File: src/rtl/preg_alloc_sched.sv
// Physical-register allocation scheduler.
// Front-end for a multi-lane free-list FIFO: resets the FIFO, drains the tags
// that back architectural state (0..ARCH_REGS-1), then grants rename groups
// all-or-nothing and returns committed tags to the FIFO.
//
// Ports:
//   clk, rst             clock; synchronous active-low reset
//   alloc_valid/req      rename group and per-lane destination requests
//   alloc_ready/tag      group accepted this cycle; granted tag per lane
//   free_en/free_tag     commit lanes returning tags
//   fl_rst               active-high FIFO reset
//   fl_get_en/gotten     FIFO get enables / data
//   fl_put_en/put        FIFO put enables / data
//   fl_len               FIFO occupancy
//   init_done            block is in RUN
//   err_overfree         sticky over-free error
//   stall_cycles         RUN cycles with a group waiting but not accepted
//   grant_total          tags granted (wrapping)
//
// Optional feature macro: PREG_ALLOC_STATS_EN enables the statistics counters;
// when undefined stall_cycles and grant_total are tied to zero.
module preg_alloc_sched #(
  parameter int NUM_PREGS = 64,
  parameter int TAG_W     = 6,
  parameter int WIDTH     = 3,
  parameter int ARCH_REGS = 32
) (
  input  logic                          clk,
  input  logic                          rst,
  input  logic                          alloc_valid,
  input  logic [WIDTH-1:0]              alloc_req,
  output logic                          alloc_ready,
  output logic [WIDTH-1:0][TAG_W-1:0]   alloc_tag,
  input  logic [WIDTH-1:0]              free_en,
  input  logic [WIDTH-1:0][TAG_W-1:0]   free_tag,
  output logic                          fl_rst,
  output logic [WIDTH-1:0]              fl_get_en,
  input  logic [WIDTH-1:0][TAG_W-1:0]   fl_gotten,
  output logic [WIDTH-1:0]              fl_put_en,
  output logic [WIDTH-1:0][TAG_W-1:0]   fl_put,
  input  logic [TAG_W:0]                fl_len,
  output logic                          init_done,
  output logic                          err_overfree,
  output logic [31:0]                   stall_cycles,
  output logic [31:0]                   grant_total
);

  // The FIFO can never give up more tags than it holds.
  localparam int DrainTotal = (ARCH_REGS < NUM_PREGS) ? ARCH_REGS : NUM_PREGS;
  localparam logic [TAG_W:0] DrainTotalW = (TAG_W+1)'(DrainTotal);
  localparam logic [TAG_W:0] WidthW      = (TAG_W+1)'(WIDTH);

  typedef enum logic [1:0] {StHold, StDrain, StRun} state_e;

  function automatic logic [TAG_W:0] popcnt(input logic [WIDTH-1:0] v);
    logic [TAG_W:0] c;
    c = '0;
    for (int i = 0; i < WIDTH; i++) c = c + {{TAG_W{1'b0}}, v[i]};
    return c;
  endfunction

  state_e         state_q;
  logic [TAG_W:0] drain_cnt_q;
  logic [TAG_W:0] alloc_cnt_q;
  logic           fl_rst_q;
  logic           init_done_q;
  logic           err_q;

  logic [TAG_W:0]   drain_left;
  logic [TAG_W:0]   drain_k;
  logic             drain_done;
  logic             is_run;
  logic [TAG_W:0]   n_req;
  logic             grant;
  logic [TAG_W:0]   n_granted;
  logic [TAG_W:0]   m_free;
  logic [TAG_W+1:0] alloc_sum;
  logic             free_ok;
  logic [TAG_W:0]   alloc_cnt_d;
  logic             over_free;

  always_comb begin
    drain_left  = DrainTotalW - drain_cnt_q;
    drain_k     = (drain_left < WidthW) ? drain_left : WidthW;
    drain_done  = (drain_cnt_q + drain_k) == DrainTotalW;
    is_run      = (state_q == StRun);
    n_req       = alloc_valid ? popcnt(alloc_req) : '0;
    // fl_len is only consulted in RUN; is_run masks it elsewhere.
    alloc_ready = is_run && (n_req <= fl_len);
    grant       = alloc_ready && alloc_valid;
    n_granted   = grant ? n_req : '0;
    m_free      = popcnt(free_en);
    // Tags granted this same cycle may already be freed back.
    alloc_sum   = {1'b0, alloc_cnt_q} + {1'b0, n_granted};
    free_ok     = is_run && ({1'b0, m_free} <= alloc_sum);
    alloc_cnt_d = free_ok ? (TAG_W+1)'(alloc_sum - {1'b0, m_free}) : (TAG_W+1)'(alloc_sum);
    over_free   = (|free_en) && !free_ok;

    for (int i = 0; i < WIDTH; i++) begin
      if (state_q == StDrain) begin
        fl_get_en[i] = (TAG_W+1)'(i) < drain_k;
      end else begin
        fl_get_en[i] = grant && alloc_req[i];
      end
      alloc_tag[i] = (grant && alloc_req[i]) ? fl_gotten[i] : '0;
      fl_put_en[i] = free_ok && free_en[i];
      fl_put[i]    = fl_put_en[i] ? free_tag[i] : '0;
    end
  end

  always_ff @(posedge clk) begin
    if (!rst) begin
      state_q     <= StHold;
      fl_rst_q    <= 1'b1;
      init_done_q <= 1'b0;
      drain_cnt_q <= '0;
      alloc_cnt_q <= '0;
      err_q       <= 1'b0;
    end else begin
      unique case (state_q)
        StHold: begin
          state_q  <= StDrain;
          fl_rst_q <= 1'b0;
        end
        StDrain: begin
          drain_cnt_q <= drain_cnt_q + drain_k;
          if (drain_done) begin
            state_q     <= StRun;
            init_done_q <= 1'b1;
          end
        end
        StRun: alloc_cnt_q <= alloc_cnt_d;
        default: begin
          state_q  <= StHold;
          fl_rst_q <= 1'b1;
        end
      endcase
      if (over_free) err_q <= 1'b1;
    end
  end

  assign fl_rst       = fl_rst_q;
  assign init_done    = init_done_q;
  assign err_overfree = err_q;

`ifdef PREG_ALLOC_STATS_EN
  logic [31:0] stall_q;
  logic [31:0] grant_q;

  always_ff @(posedge clk) begin
    if (!rst) begin
      stall_q <= '0;
      grant_q <= '0;
    end else begin
      if (is_run && alloc_valid && !alloc_ready && (stall_q != '1)) stall_q <= stall_q + 32'd1;
      grant_q <= grant_q + 32'(n_granted);
    end
  end

  assign stall_cycles = stall_q;
  assign grant_total  = grant_q;
`else
  assign stall_cycles = '0;
  assign grant_total  = '0;
`endif

endmodule
File: config.mk
export PLATFORM = sky130hd
export DESIGN_NAME = preg_alloc_sched
export DESIGN_NICKNAME = d
export VERILOG_FILES = /design/src/rtl/preg_alloc_sched.sv
export SDC_FILE = /design/constraint.sdc
export NUM_CORES = 1
export LEC_CHECK = 0
export ABC_AREA = 0
export CORE_MARGIN = 5
export CORE_UTILIZATION = 34
export DETAILED_ROUTE_END_ITERATION = 10
export GPL_TIMING_DRIVEN = 0
export PLACE_DENSITY = 0.78
export RECOVER_POWER = 25
export SETUP_SLACK_MARGIN = 0.5
export SLEW_MARGIN = 20
export SYNTH_ARGS = -nofsm -noshare
export SYNTH_HDL_FRONTEND = slang
export SYNTH_SLANG_ARGS = --single-unit
File: constraint.sdc
create_clock -name clk -period 5.1 [get_ports clk]
set_input_delay 0.765 -clock clk [delete_from_list [all_inputs] [get_ports clk]]
set_output_delay 0.765 -clock clk [all_outputs]
set_load 0.05 [all_outputs]
**After elaboration in Yosys (flattened, before gate mapping)**

Index checks and enable logic that the tools add are counted.

- Add/sub/neg operators: 8
- $lt $le $gt $ge: 6
- Eq/ne operators: 4
- Mux-type cells: 16
- Bitwise gates (word level): 1
- Reductions and logical operators: 16

Operators with widths:

| operator | number |
|---|---|
| two-way mux 6 bit | 6 |
| < comparator 1 x 7 -> 1 bit, first input constant | 2 |
| two-way mux 7 bit | 2 |
| logical AND 1 bit | 10 |
| adder 7 x 3 -> 8 bit | 1 |
| less-or-equal comparator 3 x 8 -> 1 bit | 1 |
| adder 7 bit | 1 |
| == test 7 x 6 -> 1 bit, second input constant | 1 |
| less-or-equal comparator 3 x 7 -> 1 bit | 1 |
| < comparator 2 x 7 -> 1 bit, first input constant | 1 |
| < comparator 7 x 2 -> 1 bit, second input constant | 1 |
| subtractor 6 x 7 -> 7 bit, first input constant | 1 |
| subtractor 7 x 3 -> 7 bit | 1 |
| adder 2 x 1 -> 3 bit | 2 |
| two-way mux 3 bit | 2 |
| one-hot mux 2 bit (3 select lines) | 1 |
| adder 1 x 1 -> 2 bit | 2 |
| AND reduction 2 bit | 2 |
| two-way mux 1 bit | 3 |
| OR reduction 3 bit | 1 |
| == test 2 x 1 -> 1 bit, second input constant | 1 |
| == test 2 bit, second input constant | 1 |
| zero test 2 bit | 1 |
| two-way mux 2 bit | 1 |
| 5 further kinds | 5 |

- Register bits after elaboration: 19
- Input port bits: 52
- Output and inout bits: 110
- Logic and storage cells: 57

**Depth between registers and ports, before layout**

Gate-level depths: netlist (run 1).

- Depth after elaboration: 12
- Gate-level depth with buffers: 18
- Mapped depth without buffers: 18

**Worst setup path after synthesis (run 1)**

Ideal clock, no wire load.

- Path type: input -> output
- Start point: input port alloc_req[0]
- End point: output port fl_put[0] (netlist name)
- Arrival: 5368 ps
- Data required time: 4335 ps
- Slack: -1033 ps
- Cell stages on the path: 16
- Path buffers: 1
- Path through: fa_1 and2_1 ha_1 a21oi_1 a2111oi_2 nor2_1 nand2_1 fa_1 ha_1 nor2b_1 o21ai_0 a211oi_4 nand2_2 and3_1 clkbuf_1 and2_1

RTL lines:

| item | line | text |
|---|---|---|
| start: declaration | 31 | `input logic [WIDTH-1:0] alloc_req,` |
| end: declaration | 40 | `output logic [WIDTH-1:0][TAG_W-1:0] fl_put,` |

==> results of run 1 <==
kinds of logic after synthesis:
logic type,count (synthesis)
other,1
multiplexers,10
flip-flops,19
XOR/XNOR,12
buffers and inverters,102
adder cells (fa/ha/maj),20
AO/OA/AOI/OAI,52
AND/OR/NAND/NOR,128
power groups by stage:
stage	Sequential, W	Clock [W]	Combinational, W
after floorplan	0.000241	0	0.000881
after global placement	0.000233	0	0.00111
after detailed placement	0.000235	0	0.00113
after CTS	0.000232	0.000113	0.00117
after global routing	0.000238	0.000120	0.00129
final	0.000232	0.000111	0.00119
per-layer routing:
metal	GRT usage, %	vias to the layer above
li1	-	1371
met1	18.8	1194
met2	31.4	96
met3	3.07	4
met4	1.92	0
met5	0	-
cell type report:
cell class	count	area share, %
Multi-Input combinational cell	288	46.3
Clock inverter	1	0.116
Buffer	80	14.3
Timing Repair Buffer	105	24.6
Sequential cell	19	8.79
Clock buffer	3	0.955
Tap cell	102	2.95
Inverter	22	1.91
sequential cells by signal (all words and copies together) (netlist names):
signal,flops
fl_rst,1
drain_cnt_q,7
state_q,2
alloc_cnt_q,7
init_done,1
err_overfree,1
placed cells by master (no fill, tap or decap), drive strengths merged, types with 2 or more instances in the layout:
cell,Yosys,layout
conb,1,66
dlymetal6s2s,0,5
nor3,5,5
or2,2,2
dlygate4sd3,0,4
or4,2,2
and2,21,21
xnor2,8,8
o311ai,2,2
nand2b,6,6
xor2,4,4
a2111oi,4,4
mux2i,9,9
inv,22,22
a21o,4,4
fa,4,4
nand3b,2,2
nand2,29,29
nor2,20,20
nor4,3,3
o21ai,14,14
o211ai,2,2
o21a,2,2
dfxtp,19,19
and3,23,23
nand3,6,6
o22ai,2,2
ha,16,16
clkdlybuf4s50,0,63
clkbuf,9,13
a21oi,12,12
nor2b,3,3
a211oi,7,7
buf,71,102
repair_timing:
item	4_1_cts	5_1_grt
endpoints found under the setup margin	48	30
gates resized for setup	168	9
setup buffers	7	1
hold buffers	0	0
pin swaps	10	1
worst max-delay path, delay by kind of cell:
family / cells / cell delay [ps]
AO/OA/AOI/OAI: 3 / 580
buffers and inverters: 4 / 440
AND/OR/NAND/NOR: 6 / 770
adder cells (fa/ha/maj): 5 / 1740
worst max-delay path by stage:
stage / endpoint / slack (ps)
floorplan: fl_put[0] / 60
global placement: fl_put[8] / -1320
detailed placement: fl_put[8] / -1360
CTS: fl_put[4] / -10
global route: fl_put[12] / -110
finish: fl_put[4] / 40
through the flow:
step           util (%)  std cells  setup TNS (ps)  worst slack [ps]
6_report           56.9        620               0              35.9
4_1_cts            56.5        619            -191             -14.5
2_1_floorplan         -        409               0              56.6
3_5_place_dp       54.6        608          -28120             -1360
5_1_grt            56.9        620           -1970              -113
3_3_place_gp       54.6        608          -27110             -1320
==> summary.md, run 1 <==
| Metric | Value |
|---|---|
| Status | finished, final reports clean |
| Worst EP arrival | 4300 ps |
| Residual DRC | 0 |
| Detail Route Antenna Nets | 0 |
| Clk network pwr share | 7.2% |
| Number of synthesized flops with an enable pin | 0 |
| Final Hold Viols | 0 |
| Reg power frac | 15.1% |
| Max Slew Vio Count | 0 |
| Post-DP HPWL | 6.79 mm |
| Filler cells | 688 |
| XOR/XNOR share of the synthesized area | 4.29% |
| Worst path slowest cell | fa_1 |
| Setup Crit Path Kind | input port to output port |
| Hold Path End | err_overfree |
| Grt ovf | 0 |
| Ys Warns | 0 |
| Total power | 0.00153 W |
| Fmax | 197 MHz |
| Die Width | 97.9 um |
| First DRT Iteration DRCs | 107 |
| TritonCTS clock tree | built |
| Port Buffer Count | 97 |
| Die footprint | 9590 um2 |
| Comb pwr share | 77.7% |
| Dominant cell type by area after synthesis | buf_4 |
| Final worst path period share | 99.3% |
| Clk slew on worst S/H paths | 80 ps |
| Total track usage | 16.2% |
| Max Root-Sink Buffers | 2 |
| First-pass GRT wire length | 13.1 mm |
| Slowest stage delay, CP | 540 ps |
| Met2 wire len | 4.29 mm |
| Final hold slack | 476 ps |
| Largest net degree at the start of global routing | 12 |
| Reg2reg end | alloc_cnt_q[3] |
| Yosys top cell area share | 18.6% |
| Die height | 97.9 um |
| Minimum clock period | 5060 ps |
| Vias in the first global route | 2593 |
| Ys async rst share | 0% |
| RSZ-0062 raised after global routing | yes |
| Worst-Margin Slew | 565 ps |
| Leak | 2.16 nW |
| Register area share after synthesis | 14.5% |
| Most numerous cell in the Yosys netlist | buf_4 |
| Clk_lat worst skew | 270 ps |
| Syn Inst Count | 344 |
| Maxcap violations | 0 |
| Initial antenna violation count | 0 |
| Clock skew | 7.67 ps |
| Placer congestion estimate | 0.862 |
| Critical Path RT | 4340 ps |
| H-tree Lvls | 1 |
| Pwr dens | 355 nW/um2 |
| Synth cell types | 53 |
| Area of the multi-input gates | 2000 um2 |
| Main combinational cell family by area after synthesis | simple AND/OR/NAND/NOR gates |
| Crit-path cells | buf_8, fa_1, nand2_2, ha_4, a2111oi_4, nor3_1, ha_2, inv_2, fa_2, ha_4, nor2b_4, o21ai_2, a211oi_4, nand2_2, and3_4, clkbuf_16, and2_4, buf_8 |
| R2r startpoint | state_q[0] |
| Cells on Worst Hold Path | 2 |
| FP Rows | 32 |
| Final nets | 591 |
| Mean area per synthesized cell | 7.64 um2 |
| Rel. slew slack | 62.3% |
| Peak VDD IR | 0.207 mV |
| Syn Std Cell Area | 2630 um2 |
| TritonCTS Sinks | 19 |
| I/O pin cnt | 162 |
| Largest cells by area after synthesis | buf_4 19%, dfxtp_1 14%, ha_1 7.6% |
| Layout cells sized above 1 | 31.3% |
| Commonest register cell after synthesis | dfxtp_1 |
| Compound-gate portion of the synthesized area | 15.4% |
| Switching power | 0.000799 W |
| Post-synthesis adder-cell area fraction | 10.7% |
| Drt first pass iters | 4 |
| R2R cell count | 16 |
| Placed Area | 4150 um2 |
| Diode count | 0 |
| Avg Vias per Cell | 4.30 |
| Starting density of the core | 34.5% |
| Clk root buf | clkbuf_8 |
| Post-synthesis mux area share | 3.86% |
| Register Area | 380 um2 |
| Met1 wire length | 3.24 mm |
| Area Overhead vs Synth | 64.6% |
| Setup crit end kind | output port |
| Top layer in use | met4 |
| Final setup viols | 0 |
| Via count | 2665 |
| Core area | 7610 um2 |
| CP max FO | 7 |
| Simple-Gate Fraction of Synth Area | 26.8% |
| CP Launch Point | alloc_req[2] |
| Worst min-delay path startpoint | err_overfree |
| R2R setup slack | 1340 ps |
| Internal power | 0.000735 W |
| Post-synth top cells | 65 x buf_4, 28 x nand2_1, 22 x and3_1, 21 x and2_1, 21 x inv_1 |
| Hold Path Class | flip-flop to flip-flop |
| DRT Wirelength | 8.09 mm |
| CP Launch Type | input port |
| Register bit total from synthesis | 19 |
| Number of CTS-inserted buffers | 3 |
| Met3 WL | 541 um |
| Sw Ratio | 52.1% |
| Fin area | 4330 um2 |
| Wire per inst | 13.1 um |
No activity file was read; power rests on OpenSTA's default activity.
==> run 2: changes to the inputs <==
- CTS_BUF_LIST: default -> sky130_fd_sc_hd__clkbuf_16
==> run 2 against run 1 <==
Critical path depth stayed put; count of clock-buffer cells in the layout stayed put; maximum frequency hardly changed; register-to-register slack hardly changed; routed wire length is 0.82% higher; global-route usage is 0.16 points higher; setup slack hardly changed; critical endpoint is now fl_put[12].
==> summary.md, run 2 (same netlist as run 1, synthesis figures left out) <==
| Metric | Value |
|---|---|
| Worst-Margin Slew | 565 ps (unchanged) |
| Final setup viols | 0 (unchanged) |
| Maxcap violations | 0 (unchanged) |
| Clock skew | 4.20 ps (-3.47 ps) |
| First DRT Iteration DRCs | 164 (+53%) |
| Status | finished, final reports clean |
| DRT Wirelength | 8.16 mm (+0.82%) |
| Wire per inst | 13.2 um (+0.82%) |
| Layout cells sized above 1 | 31.3% (unchanged) |
| R2R setup slack | 1330 ps (about the same) |
| Residual DRC | 0 (unchanged) |
| Total track usage | 16.4% (+0.16 points) |
| Setup crit end kind | output port |
| Die footprint | 9590 um2 (unchanged) |
| Leak | 2.18 nW (+0.71%) |
| TritonCTS Sinks | 19 (unchanged) |
| Max Root-Sink Buffers | 2 (unchanged) |
| Met2 wire len | 4.34 mm (+1.2%) |
| Final nets | 591 (unchanged) |
| Worst EP arrival | 4300 ps (about the same) |
| Finished Layout Cells | 620 (unchanged) |
| Filler cells | 676 (-1.7%) |
| Core area | 7610 um2 (unchanged) |
| Regs by FF count | alloc_cnt_q x7, drain_cnt_q x7, state_q x2 |
| Max Slew Vio Count | 0 (unchanged) |
| Die height | 97.9 um (unchanged) |
| Final Hold Viols | 0 (unchanged) |
| Most common cell after layout, fill and taps aside | buf_4 |
| I/O pin cnt | 162 (unchanged) |
| Avg Vias per Cell | 4.34 (+0.98%) |
| Port Buffer Count | 97 (unchanged) |
| Starting density of the core | 34.5% (unchanged) |
| Slowest stage delay, CP | 540 ps (about the same) |
| Clk_lat worst skew | 260 ps (about the same) |
| Drt first pass iters | 4 (unchanged) |
| Final worst path period share | 99.3% (about the same) |
| Most frequent cells in the layout | 75 x buf_4, 66 x conb_1, 63 x clkdlybuf4s50_1, 26 x nand2_1, 21 x inv_1 |
| Placed cells | 608 (unchanged) |
| Clk slew on worst S/H paths | 60 ps (-20 ps) |
| Initial antenna violation count | 0 (unchanged) |
| CP Launch Type | input port |
| CP max FO | 7 (unchanged) |
| Top layer in use | met4 |
| Met1 wire length | 3.26 mm (+0.46%) |
| TritonCTS clock tree | built |
| Number of CTS-inserted buffers | 3 (unchanged) |
| RSZ-0062 raised after global routing | yes |
| Worst path slowest cell | fa_1 |
| Minimum clock period | 5060 ps (-0.421 ps) |
| Area Overhead vs Synth | 65.9% |
| Total power | 0.00159 W (+3.8%) |
| Top Family by Delay on Critical Path | adder cells |
| Placer congestion estimate | 0.862 (unchanged) |
| Via count | 2691 (+0.98%) |
| Largest net degree at the start of global routing | 12 (unchanged) |
| Buffers and inverters on the worst path | 4 (unchanged) |
| Final hold slack | 470 ps (-5.74 ps) |
| Grt ovf | 0 (unchanged) |
| Crit-path cells | buf_8, fa_1, nand2_2, ha_4, a2111oi_4, nor3_1, ha_2, inv_2, fa_2, ha_4, nor2b_4, o21ai_2, a211oi_4, nand2_2, and3_4, clkbuf_16, and2_4, buf_6 |
| Post-DP HPWL | 6.79 mm (unchanged) |
| Detail Route Antenna Nets | 0 (unchanged) |
| Critical Path RT | 4340 ps (about the same) |
| Peak VDD IR | 0.207 mV (+0.26%) |
| Hold Path Class | flip-flop to flip-flop |
| Pwr dens | 365 nW/um2 (+3.0%) |
| Die Width | 97.9 um (unchanged) |
| Fmax | 197 MHz (about the same) |
| Rel. slew slack | 62.3% (unchanged) |
| Diode count | 0 (unchanged) |
| Clk root buf | clkbuf_16 |
| Vias in the first global route | 2604 (+0.42%) |
| H-tree Lvls | 1 (unchanged) |
| Setup Crit Path Kind | input port to output port |
| FP Rows | 32 (unchanged) |
| First-pass GRT wire length | 13.2 mm (+1.1%) |
| Met3 WL | 542 um (+0.18%) |
| Final core utilization | 57.3% (+0.44 points) |
## run 2: cell types whose count changed in the layout (fill, tap and decap cells not counted)
cell       before  now
clkbuf_16       3    6
clkbuf_8        3    0
## run 2: metal layers
layer	up-vias	GRT usage [%]
met1	1210	19.1
met4	0	1.92
li1	1374	-
met3	3	3.14
met2	104	31.6
met5	-	0
## run 2: path summary, 6_finish.rpt
| check | start | to | cells after the start |
|---|---|---|---|
| hold / removal | err_overfree | err_overfree | 2 |
| setup reg to reg | state_q[0] | alloc_cnt_q[5] | 15 |
| hold reg to reg | err_overfree | err_overfree | 2 |
| setup / recovery | alloc_req[2] | fl_put[12] | 18 |
## run 2: timing repair
action	CTS	global route
resized for setup	168	9
hold buffers	0	0
buffers inserted	7	1
setup endpoints to repair	48	30
pin swaps	10	1
## run 2: final cells by class
type,instances,area (um2),area share (%)
Clock buffer,3,75.1,1.72
Sequential cell,19,380,8.73
Timing Repair Buffer,105,1070,24.5
Clock inverter,1,5.00,0.115
Tap cell,102,128,2.93
Buffer,80,621,14.2
Inverter,22,82.6,1.89
Multi-Input combinational cell,288,2000,45.9
## run 2: stage by stage
stage / worst slack [ps] / instance area, um2 / TNS, ps
global placement: -1320 / 4150 / -27110
finish: 36.3 / 4360 / 0
detailed placement: -1360 / 4150 / -28120
floorplan: 56.6 / 3050 / 0
global route: -115 / 4360 / -2000
CTS: -14.0 / 4330 / -182
## run 2: report_power, final
part	total, W	switching, W	internal, W
Clock	0.000167	0.0000613	0.000105
Combinational	0.00119	0.000701	0.000492
Sequential	0.000233	0.0000434	0.000189
## run 2: worst min-delay path: cells and delay by family (launching register included)
kind	cells	cell delay [ps]
flip-flops	1	320
AND/OR/NAND/NOR	2	120
==> run 3: changes to the inputs <==
- CELL_PAD_IN_SITES_DETAIL_PLACEMENT: default -> 1
- CELL_PAD_IN_SITES_GLOBAL_PLACEMENT: default -> 1
- CORE_UTILIZATION: 34 -> 23
- CTS_CLUSTER_SIZE: default -> 24
==> run 3 against run 2 <==
The run now ends with negative setup slack left; cell area up 2.4%; sequential share of layout area down 0.21 points; clock skew about the same; die area up 43%; critical path depth down 2; sequential power about the same; critical path type unchanged; largest cell class unchanged; highest routed layer unchanged.
==> summary.md, run 3 (same netlist as run 1, synthesis figures left out) <==
| Metric | Value |
|---|---|
| Hold Path End | err_overfree |
| Minimum clock period | 5130 ps (+70.9 ps) |
| FP Rows | 39 (+22%) |
| Crit-path cells | clkdlybuf4s50_1, or4_4, a2111oi_4, nor3_2, ha_2, inv_2, fa_2, ha_4, nor2b_4, o21ai_2, a211oi_4, nand2_2, and3_4, clkbuf_16, and2_4, buf_8 |
| Hold_buf cts | 0 (unchanged) |
| Filler cells | 1402 (+110%) |
| Regs by FF count | alloc_cnt_q x7, drain_cnt_q x7, state_q x2 |
| Final nets | 593 (+0.34%) |
| Maxcap violations | 0 (unchanged) |
| Total track usage | 12.7% (-3.7 points) |
| First DRT Iteration DRCs | 98 (-40%) |
| Comb pwr share | 75.4% (+0.5 points) |
| Max Slew Vio Count | 0 (unchanged) |
| First-pass GRT wire length | 14.0 mm (+5.9%) |
| Residual DRC | 0 (unchanged) |
| H-tree Lvls | 1 (unchanged) |
| Die height | 117 um (+19%) |
| Starting density of the core | 23.2% (-11 points) |
| Final Hold Viols | 0 (unchanged) |
| Port Buffer Count | 97 (unchanged) |
| Final setup viols | 18 (+18) |
| RSZ-0062 raised after global routing | yes |
| CP max FO | 7 (unchanged) |
| Buffers and inverters on the worst path | 4 (unchanged) |
| Status | complete, but fails checks |
| Placer congestion estimate | 0.839 (-2.8%) |
| Peak VDD IR | 0.113 mV (-45%) |
| Initial antenna violation count | 0 (unchanged) |
| CP Launch Type | input port |
| Die footprint | 13700 um2 (+43%) |
| R2R setup slack | 1120 ps (-210 ps) |
| Dpl ws | -1500 ps (-139 ps) |
| Total power | 0.00164 W (+3.2%) |
| Fmax | 195 MHz (-1.4%) |
| Hold Path Class | flip-flop to flip-flop |
| Setup TNS | -507 ps (-507 ps) |
| Post-DP HPWL | 7.98 mm (+17%) |
| R2r startpoint | state_q[0] |
| Grt ovf | 0 (unchanged) |
| Detail Route Antenna Nets | 0 (unchanged) |
| Worst-Margin Slew | 636 ps (+71.1 ps) |
| Via count | 2802 (+4.1%) |
| I/O pin cnt | 162 (unchanged) |
| Register Area | 380 um2 (unchanged) |
| Rel. slew slack | 57.6% (-4.7 points) |
| Pwr dens | 368 nW/um2 (+0.74%) |
| Clk slew on worst S/H paths | 60 ps (about the same) |
| Core area | 11300 um2 (+49%) |
| Worst path slowest cell | or4_4 |
| Clk_lat worst skew | 260 ps (about the same) |
| Sw Ratio | 51.1% (+0.46 points) |
| Max Root-Sink Buffers | 2 (unchanged) |
| Failing checks | negative setup slack |
| Slowest stage delay, CP | 550 ps (about the same) |
| Reg2reg end | alloc_cnt_q[3] |
| Number of CTS-inserted buffers | 3 (unchanged) |
| Critical Path RT | 4340 ps (about the same) |
| TritonCTS Sinks | 19 (unchanged) |
| Internal power | 0.000804 W (+2.2%) |
| Clk root buf | clkbuf_16 |
| Setup crit end kind | output port |
| Vias in the first global route | 2830 (+8.7%) |
| DRT Wirelength | 9.54 mm (+17%) |
| Switching power | 0.000838 W (+4.1%) |
| Cells on Worst Hold Path | 2 (unchanged) |
| Clock skew | 4.24 ps (+0.0457 ps) |
| Leak | 2.22 nW (+1.8%) |
| Drt first pass iters | 4 (unchanged) |
| Layout cells sized above 1 | 31.7% (+0.46 points) |
| TritonCTS clock tree | built |
| WP depth | 16 (-2) |
| Final worst path period share | 101% (+1.4 points) |
| Die Width | 117 um (+19%) |
| Setup Crit Path Kind | input port to output port |
| Worst EP arrival | 4370 ps (+70 ps) |
| Worst min-delay path startpoint | err_overfree |
| Most common cell after layout, fill and taps aside | buf_4 |
| Most frequent cells in the layout | 76 x buf_4, 66 x conb_1, 62 x clkdlybuf4s50_1, 26 x nand2_1, 22 x inv_1 |
| Area Overhead vs Synth | 69.9% |
| Clk network pwr share | 10.3% (-0.2 points) |
| Worst Slack Setup Final | -34.6 ps (-70.9 ps) |
| Area of the multi-input gates | 2010 um2 (+0.44%) |
| R2R cell count | 17 (+2) |
| Diode count | 0 (unchanged) |
| Wire per inst | 14.4 um (+9.3%) |
| Top Family by Delay on Critical Path | simple AND/OR/NAND/NOR gates |
| Largest net degree at the start of global routing | 11 (-1) |
| Avg Vias per Cell | 4.23 (-2.6%) |
| Reg power frac | 14.3% (-0.3 points) |
## run 3: timing repair
action,in CTS,in global routing
buffers inserted,6,4
endpoints found under the setup margin,49,28
pin swaps,10,10
gates resized for setup,175,11
## run 3: layout make-up
class | count | share of cell area (%)
Tap cell | 143 | 4.01
Buffer | 80 | 13.9
Inverter | 22 | 1.85
Clock buffer | 3 | 1.68
Clock inverter | 1 | 0.0841
Sequential cell | 19 | 8.52
Timing Repair Buffer | 107 | 24.9
Multi-Input combinational cell | 288 | 45.0
## run 3: how the worst max path moves through the flow
| stage | endpoint | slack, ps | start |
|---|---|---|---|
| global route | fl_put[6] | -130 | alloc_req[2] |
| finish | fl_put[6] | -30 | fl_len[5] |
| global placement | fl_put[11] | -1380 | alloc_req[0] |
| detailed placement | fl_put[9] | -1500 | alloc_req[0] |
| CTS | fl_put[6] | -50 | alloc_req[2] |
| floorplan | fl_put[0] | 60 | alloc_req[0] |
## run 3: metrics by stage
step	cell area (um2)	utilization (%)	hold WS (ps)	std cells
3_5_place_dp	4200	37.1	469	649
6_report	4460	39.4	470	663
5_1_grt	4460	39.4	495	663
4_1_cts	4400	38.9	483	659
3_3_place_gp	4200	37.1	459	649
2_1_floorplan	3050	-	442	409
## run 3: per-layer routing
metal | vias to the layer above | global-route usage (%) | share of wire [%]
li1 | 1375 | - | -
met1 | 1318 | 14.5 | 39
met2 | 103 | 25.0 | 51
met3 | 6 | 1.75 | 8.5
met4 | 0 | 2.45 | 1.0
met5 | - | 0 | 0
## run 3: tightest hold or removal path, stage by stage, from the launching register on
cell	delay, ps
dfxtp_1	320
nor2_1	50
nor2_1	70
## run 3: power groups by stage
stage / registers [W] / logic (W) / clock network, W
after floorplan: 0.000241 / 0.000881 / 0
after global placement: 0.000233 / 0.00112 / 0
after detailed placement: 0.000237 / 0.00116 / 0
after CTS: 0.000234 / 0.00121 / 0.000172
after global routing: 0.000241 / 0.00133 / 0.000179
final: 0.000235 / 0.00124 / 0.000169
